$ cat src/rtl/loop_sequencer.sv
// Loop sequencer: runs REPEAT / WHILE / DO_WHILE / FOREVER loops around an external body.
// Define LOOP_SEQ_WATCHDOG_EN to cap non-REPEAT loops at WDOG_LIMIT iterations.
module loop_sequencer #(
  parameter int unsigned CNT_W      = 16,
  parameter int unsigned WDOG_LIMIT = 1024
) (
  input  logic             clk,
  input  logic             rst_n,
  input  logic             start,
  input  logic [1:0]       mode,
  input  logic [CNT_W-1:0] count,
  input  logic             cond,
  input  logic             body_done,
  input  logic             brk,
  input  logic             cont,
  output logic             body_start,
  output logic [CNT_W-1:0] iter_idx,
  output logic             busy,
  output logic             done,
  output logic             broken,
  output logic             timeout
);

  typedef enum logic [2:0] {StIdle, StCheck, StBody, StWait, StFin} state_e;

  localparam logic [1:0] ModeRepeat  = 2'd0;
  localparam logic [1:0] ModeWhile   = 2'd1;
  localparam logic [1:0] ModeDoWhile = 2'd2;
  localparam logic [1:0] ModeForever = 2'd3;

  state_e           state_q, state_d;
  logic [1:0]       mode_q, mode_d;
  logic [CNT_W-1:0] count_q, count_d;
  logic [CNT_W-1:0] iter_q, iter_d;
  logic             broken_q, broken_d;
  logic             check_go;
  logic             wdog_hit;

  always_comb begin
    check_go = 1'b0;
    unique case (mode_q)
      ModeRepeat:  check_go = (iter_q < count_q);
      ModeWhile:   check_go = cond;
      ModeDoWhile: check_go = (iter_q == '0) || cond;
      ModeForever: check_go = 1'b1;
    endcase
  end

`ifdef LOOP_SEQ_WATCHDOG_EN
  localparam logic [CNT_W-1:0] WdogIter = CNT_W'(WDOG_LIMIT);

  logic timeout_q, timeout_d;

  // Watchdog outranks cond for every loop kind whose length is not bounded by count.
  assign wdog_hit = (mode_q != ModeRepeat) && (iter_q == WdogIter);

  always_ff @(posedge clk or negedge rst_n) begin
    if (!rst_n) begin
      timeout_q <= 1'b0;
    end else begin
      timeout_q <= timeout_d;
    end
  end

  always_comb begin
    timeout_d = timeout_q;
    if (state_q == StIdle && start) begin
      timeout_d = 1'b0;
    end else if (state_q == StCheck && wdog_hit) begin
      timeout_d = 1'b1;
    end
  end

  assign timeout = timeout_q;
`else
  assign wdog_hit = 1'b0;
  assign timeout  = 1'b0;
`endif

  always_comb begin
    state_d  = state_q;
    mode_d   = mode_q;
    count_d  = count_q;
    iter_d   = iter_q;
    broken_d = broken_q;
    unique case (state_q)
      StIdle: begin
        if (start) begin
          mode_d   = mode;
          count_d  = count;
          iter_d   = '0;
          broken_d = 1'b0;
          state_d  = StCheck;
        end
      end
      StCheck: begin
        state_d = (check_go && !wdog_hit) ? StBody : StFin;
      end
      StBody: begin
        state_d = StWait;
      end
      StWait: begin
        // Break wins over a completion reported in the same cycle.
        if (brk) begin
          broken_d = 1'b1;
          state_d  = StFin;
        end else if (cont || body_done) begin
          iter_d  = iter_q + CNT_W'(1);
          state_d = StCheck;
        end
      end
      StFin: begin
        state_d = StIdle;
      end
      default: begin
        state_d = StIdle;
      end
    endcase
  end

  always_ff @(posedge clk or negedge rst_n) begin
    if (!rst_n) begin
      state_q  <= StIdle;
      mode_q   <= ModeRepeat;
      count_q  <= '0;
      iter_q   <= '0;
      broken_q <= 1'b0;
    end else begin
      state_q  <= state_d;
      mode_q   <= mode_d;
      count_q  <= count_d;
      iter_q   <= iter_d;
      broken_q <= broken_d;
    end
  end

  assign body_start = (state_q == StBody);
  assign busy       = (state_q != StIdle);
  assign done       = (state_q == StFin);
  assign iter_idx   = iter_q;
  assign broken     = broken_q;

endmodule

$ cat config.mk
export PLATFORM = sky130hd
export DESIGN_NAME = loop_sequencer
export DESIGN_NICKNAME = d
export VERILOG_FILES = /design/src/rtl/loop_sequencer.sv
export SDC_FILE = /design/constraint.sdc
export NUM_CORES = 1
export LEC_CHECK = 0
export BUFFER_PORTS_ARGS = -buffer_cell sky130_fd_sc_hd__buf_4
export CAP_MARGIN = 10
export CORE_UTILIZATION = 54
export DETAILED_ROUTE_END_ITERATION = 7
export PLACE_DENSITY_LB_ADDON = 0.1
export SLEW_MARGIN = 5
export SYNTH_ARGS = -nofsm -noshare
export SYNTH_HDL_FRONTEND = slang
export SYNTH_SLANG_ARGS = --single-unit
$ cat constraint.sdc
create_clock -name clk -period 2.34 [get_ports clk]
set_input_delay 0.351 -clock clk [delete_from_list [all_inputs] [get_ports clk]]
set_output_delay 0.351 -clock clk [all_outputs]
set_load 0.1 [all_outputs]
==> out/results.tsv <==
metric	value	unit
worst_slack	0.1045	ns
diodes	0	
power.density	1069	nW/um2
yosysWarnings	0	
cpMaxStageDelayCell	dfrtp_2	
comb_power_share	0.497	
synth_cells	243	
coreArea	3799	um2
clock_skew	0.004032	ns
firstDrtPassIters	4	
utilization	0.7266	
cts.clk_slew.worst_paths	0.07	ns
cts.path.max_buffers	2	
crit_cells	6	
postRouteWirelength	5.151	mm
fin_tns_setup	0	ns
r2r_cells	6	
detail_route.iter0.violations	106	
hold_buffers	0	
place_congestion	0.8251	
final_common_cell	buf_4	
post-route-period-util	0.9553	
numCtsBuffers	5	
drc	0	
clk_latency	0.29	ns
worstPathArrival	2.44	ns
ys_seq_elements	38	
grt_max_degree	39	
critical_path_buf_inv_count	0	
outcome	complete, no violations	
path_max_fanout	6	
die_area	4351	um2
required	2.55	ns
clkSinkCount	38	
grt_pass1_wl	8.286	mm
path_class	reg2reg	
syn_avg_cell_area	9.093	um2
grtUsageTotal	0.2574	
crit_path_cell_trace	ha_1, nand4_1, nor2_2, or4b_1, a311o_1, a211oi_2	
p_switching	1.351	mW
internal_power	1.599	mW
wl_per_cell	14.97	um
gr-total-overflow	0	
h-tree-depth	2	
setup_viol	0	
syn_to_final_growth	24.92	%
drive_above_1_share	0.3108	
fin_area	2760	um2
cp-end-kind	flop	
path_delay_family	simple AND/OR/NAND/NOR gates	
syn_nets	285	
start_util	0.5817	
seqPwrFrac	0.344	
power.total	2.950	mW
clock-root-buffer	clkbuf_8	
p_leak	1.285	nW
placed_cell_area	2661	um2
vias_per_cell	5.526	
drv_cap	0	
cp-startpoint	iter_idx[11]	
max_stage_delay	0.44	ns
clkPwrFrac	0.159	
most-common-layout-cells	57 x buf_4, 29 x nand2_1, 29 x o21ai_0	
finalHoldViolCount	0	
min_period	2.235	ns
peakVddDrop	0.0008575	V
vias	1901	
rr_endpoint	state_q[2]	
worstReg2RegStart	iter_idx[11]	
pre_cts_ws	0.08494	ns
io_buffer_count	44	
nNetsFinal	337	
synth_area	2210	um2
rsz0062_at_grt	no	
ios	46	
die_x	65.97	um
regToRegSetupSlack	0.10	ns
startpoint_type	flop	
fmax	447.3	MHz
switching_share	0.4581	
yosysSeqAreaShare	0.4304	
rows	22	
drtAntennaViolNets	0	
finalMaxSlewViolations	0	
antenna_found_initial	0	
cts_tree	built	
hpwl	3.845	mm
die_y	65.97	um
grt_pass1_vias	1750	
yosysUniqueCellTypes	41	
endpoint	state_q[2]	
min_path_type	in2async	
## worst min path at each step
stage | start | endpoint | slack [ns]
final | rst_n | mode_q[0] | 0.02
after global routing | rst_n | mode_q[0] | 0.05
after CTS | rst_n | count_q[0] | 0.03
after detailed placement | rst_n | count_q[9] | 0.35
after global placement | rst_n | count_q[9] | 0.35
after floorplan | rst_n | broken | 0.06
## synth_stat cells
master,count,share of area
a2111oi_0,1,0.0040
a211oi_1,2,0.0068
a21o_1,3,0.010
a21oi_1,15,0.034
a22oi_1,1,0.0034
a311o_1,1,0.0045
a31o_2,1,0.0040
a31oi_4,1,0.0096
and2_1,2,0.0057
and2b_4,1,0.0045
and3_1,1,0.0028
and4_1,2,0.0079
buf_1,1,0.0017
buf_2,2,0.0045
buf_4,1,0.0034
buf_6,2,0.010
clkbuf_1,6,0.010
conb_1,1,0.0017
dfrtp_1,38,0.43
ha_1,17,0.096
inv_1,19,0.032
mux2_2,3,0.015
mux2i_1,1,0.0045
nand2_1,29,0.049
nand2b_1,3,0.0085
nand3_1,3,0.0068
nand4_1,6,0.017
nor2_1,17,0.029
nor3_1,4,0.0091
nor3b_1,2,0.0068
nor3b_4,1,0.0085
nor4_1,3,0.0085
nor4b_1,4,0.016
o211ai_1,1,0.0034
o21a_1,1,0.0034
o21ai_0,29,0.066
or2_2,1,0.0028
or3_1,9,0.025
or4_1,1,0.0034
or4b_1,2,0.0091
xnor2_1,5,0.020
## area by class of cell
class                           count  area [um2]
Fill cell                         325        1039
Clock buffer                        7       86.33
Timing Repair Buffer               57       427.9
Tap cell                           48       60.06
Sequential cell                    38       970.9
Clock inverter                      1       5.005
Inverter                           19       71.32
Multi-Input combinational cell    174        1139
## stage by stage
step                hold WS [ns]  instances
detailed placement        0.3536        336
floorplan                0.05541        243
CTS                      0.03187        344
global route             0.04621        344
finish                   0.02007        344
global placement          0.3500        336
## state kept, by name, indices dropped and copies added (netlist names)
name,flops
mode_q,2
broken,1
state_q,3
count_q,16
iter_idx,16
## timing repair
action                                  CTS  global route
endpoints found under the setup margin    0             1
resized for setup                         0             2
setup buffers                             0             0
## cells by family after synthesis
group / Yosys count / synth area share
mux: 4 / 0.01982
flops: 38 / 0.4304
fa+ha+maj: 17 / 0.09626
other cells: 1 / 0.001697
compound gates: 56 / 0.1489
buf+inv: 31 / 0.06229
simple gates: 91 / 0.2208
xor+xnor: 5 / 0.01982
## power by group through the flow
stage	sequential, mW	clock, mW	combinational (mW)
after floorplan	1.15	0	0.954
after global placement	1.02	0	1.40
after detailed placement	1.02	0	1.44
after CTS	1.01	0.479	1.45
after global routing	1.04	0.517	1.59
final	1.01	0.470	1.47
## per-layer routing
metal | vias up | GRT usage | wire, um
met5 | - | 0 | 0
met4 | 0 | 0.06383 | 58
met3 | 8 | 0.06897 | 302
met2 | 57 | 0.3967 | 2310
met1 | 888 | 0.3583 | 2479
li1 | 948 | - | -
No activity file was read; power rests on OpenSTA's default activity.
